File: src/rtl/pkt_checker_pkg.sv
// Shared definitions for the packet checker: FSM state encoding, default header
// value and a word-extract helper usable for any bus/word geometry.
package pkt_checker_pkg;

    localparam int MAX_BUS_W  = 512;
    localparam int MAX_WORD_W = 64;

    typedef enum logic [2:0] {
        ST_RESET     = 3'd0,
        ST_FIRST_PKT = 3'd1,
        ST_REG_PKT   = 3'd2,
        ST_F_ERR     = 3'd3,
        ST_SEQ_ERR   = 3'd4
    } state_e;

    // Truncated to WORD_SIZE at the point of use, giving an all-ones header.
    localparam logic [MAX_WORD_W-1:0] HDR_DEFAULT = '1;

    function automatic logic [MAX_WORD_W-1:0] get_word(
        input logic [MAX_BUS_W-1:0] bus,
        input int                   idx,
        input int                   wsize
    );
        logic [MAX_BUS_W-1:0] mask;
        mask = {MAX_BUS_W{1'b1}} >> (MAX_BUS_W - wsize);
        return MAX_WORD_W'((bus >> (idx * wsize)) & mask);
    endfunction

endpackage

File: src/rtl/pkt_word_check.sv
// Combinational per-packet qualification: header match, sequence match and
// a per-word non-zero mask.
module pkt_word_check
    import pkt_checker_pkg::*;
#(
    parameter int                   BUS_SIZE  = 16,
    parameter int                   WORD_SIZE = 4,
    parameter logic [WORD_SIZE-1:0] HEADER    = WORD_SIZE'(HDR_DEFAULT)
) (
    input  logic [BUS_SIZE-1:0]           data_input,
    input  logic [WORD_SIZE-1:0]          seq_exp,
    output logic                          hdr_ok,
    output logic                          seq_ok,
    output logic [BUS_SIZE/WORD_SIZE-1:0] word_nz
);

    localparam int WORD_NUM = BUS_SIZE / WORD_SIZE;

    logic [MAX_BUS_W-1:0] bus_ext;
    logic [WORD_SIZE-1:0] hdr_word;
    logic [WORD_SIZE-1:0] seq_word;

    assign bus_ext  = MAX_BUS_W'(data_input);
    assign hdr_word = WORD_SIZE'(get_word(bus_ext, WORD_NUM - 1, WORD_SIZE));
    assign seq_word = WORD_SIZE'(get_word(bus_ext, 0, WORD_SIZE));

    assign hdr_ok = (hdr_word == HEADER);
    assign seq_ok = (seq_word == seq_exp);

    always_comb begin
        word_nz = '0;
        for (int i = 0; i < WORD_NUM; i++) begin
            word_nz[i] = (WORD_SIZE'(get_word(bus_ext, i, WORD_SIZE)) != '0);
        end
    end

endmodule

File: config.mk
export PLATFORM = sky130hd
export DESIGN_NAME = pkt_word_check
export DESIGN_NICKNAME = d
export VERILOG_FILES = /design/src/rtl/pkt_checker_pkg.sv /design/src/rtl/pkt_word_check.sv
export SDC_FILE = /design/constraint.sdc
export NUM_CORES = 1
export LEC_CHECK = 0
export ABC_AREA = 1
export BUFFER_PORTS_ARGS = -buffer_cell sky130_fd_sc_hd__buf_2
export CAP_MARGIN = 20
export CELL_PAD_IN_SITES_DETAIL_PLACEMENT = 1
export CELL_PAD_IN_SITES_GLOBAL_PLACEMENT = 1
export CORE_AREA = 2 2 39 41
export DETAILED_ROUTE_END_ITERATION = 10
export DIE_AREA = 0 0 41 43
export MAX_ROUTING_LAYER = met4
export PLACE_DENSITY = 0.72
export SLEW_MARGIN = 20
export SYNTH_ARGS = -nofsm -noshare
export SYNTH_HDL_FRONTEND = slang
export SYNTH_SLANG_ARGS = --single-unit
File: constraint.sdc
create_clock -name vclk -period 0.8
set_input_delay 0.2 -clock vclk [all_inputs]
set_output_delay 0.2 -clock vclk [all_outputs]
set_load 0.05 [all_outputs]
Yosys cells after proc, flatten, opt, wreduce, memory -nomap -nowiden
Index checks and enable logic that the tools add are counted.
{ "classes": {"n_addsub": 0, "n_mul": 0, "div": 0, "n_lt_le_gt_ge": 0, "n_eq_ne": 2, "shift": 0, "mux": 0, "bitwise": 0, "n_reduce_logical": 4} }
{ "op_table": {"columns": ["operator", "n"], "rows": [
  ["nonzero test 4 bit", 4],
  ["equality test 4 bit", 1],
  ["equality test 4 bit (second input constant)", 1]
]} }
{ "word_totals": {"reg_bits": 0, "latchBits": 0, "ramBits": 0, "romBits": 0, "inputBits": 20, "output_inout_bits": 6, "wordCells": 6, "mem_count": 0} }

Logic depth before layout (Yosys ltp)
Gate-level depths: netlist of run 1.
{ "logic_depth": {"word_depth": 1, "mapped_depth": 5, "ltp_nobuf": 5} }

Worst setup path after synthesis of run 1
Ideal clock, no wire load.
{ "synth_path": {"kind": "in2out", "start": "in data_input[15]", "end": "out hdr_ok", "arrival_time_ps": 1323, "required_ps": 600, "setup_slack_ps": -723, "stages": 2, "path_buffers": 0, "path_cell_list": "inv_1 > nor3_1"} }
{ "synth_via": {"elab_chain_cells": 1} }
{ "synth_rtl": {"columns": ["element", "line", "text"], "rows": [
  ["start, declared", "pkt_word_check.sv:10", "input logic [BUS_SIZE-1:0] data_input,"],
  ["equality test 4 bit", "pkt_word_check.sv:27", "assign hdr_ok = (hdr_word == HEADER);"],
  ["end, declared", "pkt_word_check.sv:12", "output logic hdr_ok,"]
]} }
No other way between the ends.

Final worst setup path of run 1
{ "layout_path": {"start": "in seq_exp[3]", "end": "out seq_ok"} }
{ "layout_via": {"elab_chain_cells": 1} }
{ "layout_rtl": {"columns": ["element", "line", "text"], "rows": [
  ["start, declared", "pkt_word_check.sv:11", "input logic [WORD_SIZE-1:0] seq_exp,"],
  ["equality test 4 bit", "pkt_word_check.sv:28", "assign seq_ok = (seq_word == seq_exp);"],
  ["end, declared", "pkt_word_check.sv:13", "output logic seq_ok,"]
]} }
No other way between the ends.

==> metrics.md, run 1 <==
| Metric | Value |
|---|---|
| Final std cells w/o fill | 73 |
| Starting Density | 8.86% |
| Antenna violations before repair | 0 |
| Worst Tran Pin Value | 0.145 ns |
| Ant diodes | 0 |
| Nets | 79 |
| Wirelength, routed | 840 µm |
| Synthesized Nets | 49 |
| DRT antenna net count | 0 |
| Multi-input gate area | 239 µm² |
| CP max FO | 1 |
| Peak VDD IR | 0.183 mV |
| Clock buffer cells | 0 |
| Total Routing Usage GR | 7.79% |
| Setup WS pre-CTS | -0.318 ns |
| Total power draw | 0.000325 W |
| Port buffer count | 26 |
| Area Overhead vs Synth | 407% |
| Largest net degree at the start of global routing | 3 |
| Seq cells | 0 |
| Setup ws final | -0.191 ns |
| CP Capture Type | output pin |
| Total die area | 1760 µm² |
| Crit path launch type | primary input |
| Max Freq | 1010 MHz |
| Final Critical Period | 0.991 ns |
| Cell Pwr Density | 523 nW/µm² |
| 1st-pass router iterations | 1 |
| FF+latch area | 0 µm² |
| P_leak | 0.274 nW |
| Share of layout cells above drive strength 1 | 93.0% |
| RePlAce Congestion | 0.558 |
| Mean routed wirelength per cell | 11.5 µm |
| Vias in the first global route | 296 |
| Syn. warnings | 0 |
| CP required | 0.60 ns |
| First-pass GRT wire length | 1020 µm |
| Failing checks | setup timing |
| Crit share post-route | 124% |
| Placed insts | 73 |
| Register area share after synthesis | 0% |
| Cts hold-fix bufs | 0 |
| Vias per inst | 3.78 |
| Setup violations, final | 5 |
| Synth unique cells | 7 |
| Hold/Removal Path Class | in2out |
| DRC | 0 |
| Max_cap viols | 0 |
| Starting DRT DRC Count | 0 |
| Setup TNS | -0.354 ns |
| Syn_area_per_cell | 4.23 µm² |
| Vias | 276 |
| Fill count | 154 |
| # rows | 14 |
| Run status | complete, but fails checks |
| Crit path kind | in2out |
| Post-Syn Area | 123 µm² |
| Finished Core Util | 44.9% |
| Cells after synthesis | 29 |
| Unrepaired setup endpoints after global routing | true |
| Final slew viol count | 0 |
| Grt total ovfl | 0 |
| Total I/O pin count | 26 |
| CP arrival | 0.79 ns |
| Max-slew headroom | 90.3% |
| Core box area | 1380 µm² |
| Die extent in x | 41 µm |
| Hold Fails Final Rpt | 0 |
| Die Height | 43 µm |
## cell families after synthesis
family                 synth area share, %
XOR/XNOR                              14.3
buffers and inverters                 18.4
AND/OR/NAND/NOR                       67.3
## power breakdown
group | internal, W | switching [W]
registers | 0 | 0
clock network | 0 | 0
logic | 0.000183 | 0.000143
## per-stage QoR
stage               hold WS, ns  cell area [µm²]
floorplan                 0.509              163
global placement          0.790              328
detailed placement        0.793              328
CTS                       0.708              485
global route              0.709              622
finish                    0.698              622
## cell usage in the layout (no fill, tap or decap)
cell / count
buf_2: 2
buf_6: 18
buf_8: 8
inv_2: 3
inv_4: 3
nand2_1: 4
nand2_2: 6
nand2_8: 1
nand3_2: 1
nand3_4: 1
nor2_4: 7
nor3_4: 1
xnor2_2: 1
xnor2_4: 1
## critical path, cell delays in order
cell	delay [ns]
buf_6	0.09
xnor2_2	0.16
nand2_2	0.09
nor2_4	0.09
buf_8	0.15
## area by class of cell
class | instances | area share (%)
tap | 16 | 3.22
inverter | 6 | 4.83
timing repair buffer | 28 | 53.5
multi-input combinational | 23 | 38.4
## synthesized netlist by cell type
master / instances / area, µm²
nand2_1: 11 / 41.3
nor2_1: 7 / 26.3
inv_1: 5 / 18.8
nand3_1: 2 / 10.0
xnor2_1: 2 / 17.5
inv_2: 1 / 3.75
nor3_1: 1 / 5.00
## worst paths after layout
kind / slack, ns / depth (start not counted) / start / end
worst max-delay path: -0.19 / 5 / seq_exp[3] / seq_ok
worst min-delay path: 0.70 / 4 / data_input[8] / word_nz[2]
## timing repair
action	CTS	global route
buffers inserted	0	1
gates resized for setup	40	34
endpoints found under the setup margin	6	6
pin swaps	14	14
## per-layer routing
layer | vias up | part of all wire [%] | GRT usage [%]
met5 | - | 0 | -
met2 | 14 | 69 | 15.9
met3 | 0 | 6.0 | 0
met4 | 0 | 0 | 0
li1 | 140 | - | -
met1 | 122 | 25 | 7.94
No activity file was read; power rests on OpenSTA's default activity.
==> inputs of run 2 (changes only) <==
==> constraint.sdc (replaced) <==
create_clock -name vclk -period 1.05
set_input_delay 0.2625 -clock vclk [all_inputs]
set_output_delay 0.2625 -clock vclk [all_outputs]
set_load 0.05 [all_outputs]
==> run 2 against run 1 <==
The flow still finishes with violations (setup timing). Sequential share of layout area did not move. Sequential cell count did not move. Worst hold slack improved by 0.18 ns. Cell count did not move. Clock-buffer cell count did not move. Core utilization fell by 16 points. Highest routed layer unchanged.
==> metrics.md, run 2 (synthesis results as in run 1) <==
| Metric | Value |
|---|---|
| Total Routing Usage GR | 5.64% |
| Most frequent cells in the layout | buf_2 (18), nand2_1 (9), nor2_1 (6), inv_1 (4), buf_6 (4) |
| Starting DRT DRC Count | 2 |
| Max-slew headroom | 83.3% |
| Vias in the first global route | 246 |
| CP delay by family, top | buffers and inverters |
| Critical-path top delay cell | buf_8 |
| Setup ws final | -0.0682 ns |
| # rows | 14 |
| Total I/O pin count | 26 |
| Max Freq | 894 MHz |
| Grt total ovfl | 0 |
| Worst Tran Pin Value | 0.252 ns |
| Area Overhead vs Synth | 232% |
| Hold/Removal Path Class | in2out |
| P_leak | 0.221 nW |
| Critical path buffers and inverters | 2 |
| Vias | 269 |
| Crit path kind | in2out |
| Nets | 79 |
| Setup violations, final | 1 |
| Core box area | 1380 µm² |
| Seq cells | 0 |
| DRC | 0 |
| FF+latch area | 0 µm² |
| Peak VDD IR | 0.0746 mV |
| Hold depth | 4 |
| Cell Pwr Density | 396 nW/µm² |
| First-pass GRT wire length | 731 µm |
| Die extent in x | 41 µm |
| Hold Fails Final Rpt | 0 |
| Final slew viol count | 0 |
| Run status | complete, but fails checks |
| Vias per inst | 3.68 |
| Cts hold-fix bufs | 0 |
| Antenna violations before repair | 0 |
| Wirelength, routed | 493 µm |
| Post-CTS Setup Inserts | 0 |
| RePlAce Congestion | 0.552 |
| CP max FO | 2 |
| Most common cell after layout, fill and taps aside | buf_2 |
| 1st-pass router iterations | 2 |
| Die Height | 43 µm |
| Max_cap viols | 0 |
| Largest net degree at the start of global routing | 3 |
| DP HPWL | 467 µm |
| DRT antenna net count | 0 |
| Crit path launch type | primary input |
| Mean routed wirelength per cell | 6.75 µm |
| CP Capture Type | output pin |
| Total die area | 1760 µm² |
| Ant diodes | 0 |
| Share of layout cells above drive strength 1 | 63.2% |
| WP depth | 5 |
| Clock buffer cells | 0 |
| Crit share post-route | 106% |
| CP required | 0.79 ns |
| Port buffer count | 26 |
| Max incr delay on CP | 0.15 ns |
| CP most frequent cell | buf_8 |
| CP Cell Sequence | buf_8 -> xnor2_4 -> nand2_2 -> nor2_4 -> buf_8 |
| Failing checks | setup timing |
| CP arrival | 0.86 ns |
| Starting Density | 8.86% |
| Final Critical Period | 1.12 ns |
| Setup TNS | -0.0682 ns |
| Setup WS pre-CTS | -0.170 ns |
| Unrepaired setup endpoints after global routing | true |
==> run 2: worst paths after layout <==
check	from	endpoint	slack, ns
max	data_input[3]	seq_ok	-0.07
min	data_input[3]	word_nz[0]	0.88
==> run 2: final cells by class <==
cell class         instances  area [µm²]
inverters                  6        22.5
well taps                 16        20.0
multi-input cells         23         161
fillers                  177         977
repair buffers            28         203
==> run 2: through the flow <==
step / area, µm² / std cells / power, W / hold slack [ns] / utilization (%)
6_report: 407 / 73 / 0.000161 / 0.875 / 29.4
5_1_grt: 407 / 73 / 0.000173 / 0.892 / 29.4
4_1_cts: 345 / 73 / 0.000132 / 0.878 / 25.0
3_5_place_dp: 307 / 73 / 0.000118 / 0.920 / 22.2
3_3_place_gp: 307 / 73 / 0.000115 / 0.914 / 22.2
2_1_floorplan: 141 / 29 / 0.0000615 / 0.693 / -
==> run 2: report_power, final <==
group	switching [W]	leakage [nW]	internal [W]
logic	0.0000755	0.221	0.0000855
clock network	0	0	0
registers	0	0	0
total	0.0000755	0.221	0.0000855
==> run 2: metal layers <==
layer / track usage [%] / wire (µm)
met1: 2.87 / 134
met2: 14.4 / 314
met3: 0 / 45
met4: 0 / 0
met5: - / 0
==> run 2: repair_timing <==
item / 4_1_cts / 5_1_grt
gates resized for setup: 9 / 13
pin swaps: 1 / 4
hold endpoints to repair: 0 / 0
setup endpoints to repair: 3 / 4
cloned: 0 / 0
==> inputs of run 3 (changes only) <==
--- a/config.mk
+++ b/config.mk
@@ -8,13 +8,11 @@
 export ABC_AREA = 1
 export BUFFER_PORTS_ARGS = -buffer_cell sky130_fd_sc_hd__buf_2
 export CAP_MARGIN = 20
-export CELL_PAD_IN_SITES_DETAIL_PLACEMENT = 1
-export CELL_PAD_IN_SITES_GLOBAL_PLACEMENT = 1
 export CORE_AREA = 2 2 39 41
 export DETAILED_ROUTE_END_ITERATION = 10
 export DIE_AREA = 0 0 41 43
 export MAX_ROUTING_LAYER = met4
-export PLACE_DENSITY = 0.72
+export PLACE_DENSITY = 0.42
 export SLEW_MARGIN = 20
 export SYNTH_ARGS = -nofsm -noshare
 export SYNTH_HDL_FRONTEND = slang
==> run 3 against run 2 <==
Die area is the same. Sequential cell count is the same. Maximum frequency up 1.0%. First-iteration DRC count shrank 100%. Clock-buffer cell count unchanged. Via count fell by 6.7%. Non-clock buffer count up 2. Worst hold slack gained 0.0022 ns. Cell count up 2.7%. Critical path type unchanged. Largest power group unchanged. Core utilization grew 1.8 points. Sequential share of layout area unchanged. The run still ends with setup timing left. Highest routed layer unchanged. Largest cell class unchanged.
==> metrics.md, run 3 (synthesis results as in run 1) <==
| Metric | Value |
|---|---|
| Met3 wire len | 85 µm |
| Setup violations, final | 2 |
| Max_cap viols | 0 |
| CP arrival | 0.84 ns |
| Peak VDD IR | 0.127 mV |
| Max incr delay on CP | 0.15 ns |
| Critical path buffers and inverters | 3 |
| Setup ws final | -0.0569 ns |
| DRC | 0 |
| Max Used Layer | met3 |
| Mean routed wirelength per cell | 6.72 µm |
| Met2 wire length | 204 µm |
| Placed insts | 75 |
| # rows | 14 |
| WP depth | 7 |
| Critical-path top delay cell | buf_8 |
| Most common cell after layout, fill and taps aside | buf_2 |
| Unrepaired setup endpoints after global routing | true |
| RePlAce Congestion | 0.599 |
| Core box area | 1380 µm² |
| 1st-pass router iterations | 1 |
| Starting Density | 8.86% |
| Antenna violations before repair | 0 |
| CP most frequent cell | nand2_1 |
| Ant diodes | 0 |
| First-pass GRT wire length | 690 µm |
| DRT antenna net count | 0 |
| Area Overhead vs Synth | 252% |
| Total power draw | 0.000168 W |
| CP Capture Type | output pin |
| Failing checks | setup timing |
| Finished Core Util | 31.2% |
| Starting DRT DRC Count | 0 |
| Largest net degree at the start of global routing | 3 |
| Crit path launch type | primary input |
| CP max FO | 2 |
| Hold/Removal Path Class | in2out |
| Crit share post-route | 105% |
| Clock buffer cells | 0 |
| Total die area | 1760 µm² |
| Wirelength, routed | 504 µm |
| Final Critical Period | 1.11 ns |
| Total Routing Usage GR | 5.23% |
| CP required | 0.79 ns |
| WHS | 0.877 ns |
| FF+latch area | 0 µm² |
| Cts hold-fix bufs | 0 |
| Max Freq | 903 MHz |
| Die extent in x | 41 µm |
| Hold Fails Final Rpt | 0 |
| Final std cells w/o fill | 75 |
| Final slew viol count | 0 |
| Vias per inst | 3.35 |
| Cell Pwr Density | 388 nW/µm² |
| Worst Tran Pin Value | 0.248 ns |
| Die Height | 43 µm |
| Max-slew headroom | 83.6% |
| P_leak | 0.234 nW |
| CP Cell Sequence | buf_2 -> inv_2 -> nand2_1 -> nand2_1 -> nand2_2 -> nor2_4 -> buf_8 |
| Wl on met1 | 214 µm |
| Setup TNS | -0.0710 ns |
| Port buffer count | 26 |
| CP delay by family, top | buffers and inverters |
| Total I/O pin count | 26 |
| Seq cells | 0 |
| DP HPWL | 406 µm |
| Nets | 81 |
| Crit path kind | in2out |
| Run status | complete, but fails checks |
| Most frequent cells in the layout | buf_2 (19), nand2_1 (9), nor2_1 (5), buf_6 (5) |
| Vias | 251 |
| Vias in the first global route | 189 |
| Grt total ovfl | 0 |
| Share of layout cells above drive strength 1 | 67.8% |
| Hold depth | 4 |
run 3: changes by cell type in the layout (fill, tap and decap cells not counted), sizes merged:
cell  delta
buf      +2
run 3: final timing paths:
kind	start	to
worst max-delay path	data_input[0]	seq_ok
worst min-delay path	data_input[12]	word_nz[3]
run 3: layout make-up:
cell class	instances	area [µm²]
fill	152	952
inverter	6	22.5
multi-input combinational	23	163
tap	16	20.0
timing repair buffer	30	226
run 3: metal layers:
| metal | vias to the layer above | track usage (%) |
|---|---|---|
| met2 | 21 | 9.06 |
| met5 | - | - |
| met4 | 0 | 0 |
| met3 | 0 | 0.524 |
| li1 | 144 | - |
| met1 | 86 | 6.67 |
run 3: tightest hold or removal path: stages:
cell and delay [ns]:
buf_2 0.08, nor2_1 0.04, nand3_1 0.07, buf_6 0.16
run 3: metrics by stage:
| stage | worst slack, ns | area, µm² |
|---|---|---|
| after CTS | -0.0769 | 365 |
| after global placement | -0.170 | 322 |
| final | -0.0569 | 432 |
| after detailed placement | -0.167 | 322 |
| after global routing | -0.0898 | 432 |
| after floorplan | -0.00219 | 141 |
run 3: report_power, final:
group          switching, W  internal (W)
clock                     0             0
sequential                0             0
combinational     0.0000791     0.0000885
run 3: what timing repair did:
action                     CTS  global route
resized for setup           11            16
pin swaps                    2             4
setup buffers                0             0
setup endpoints to repair    3             4
hold endpoints to repair     0             0
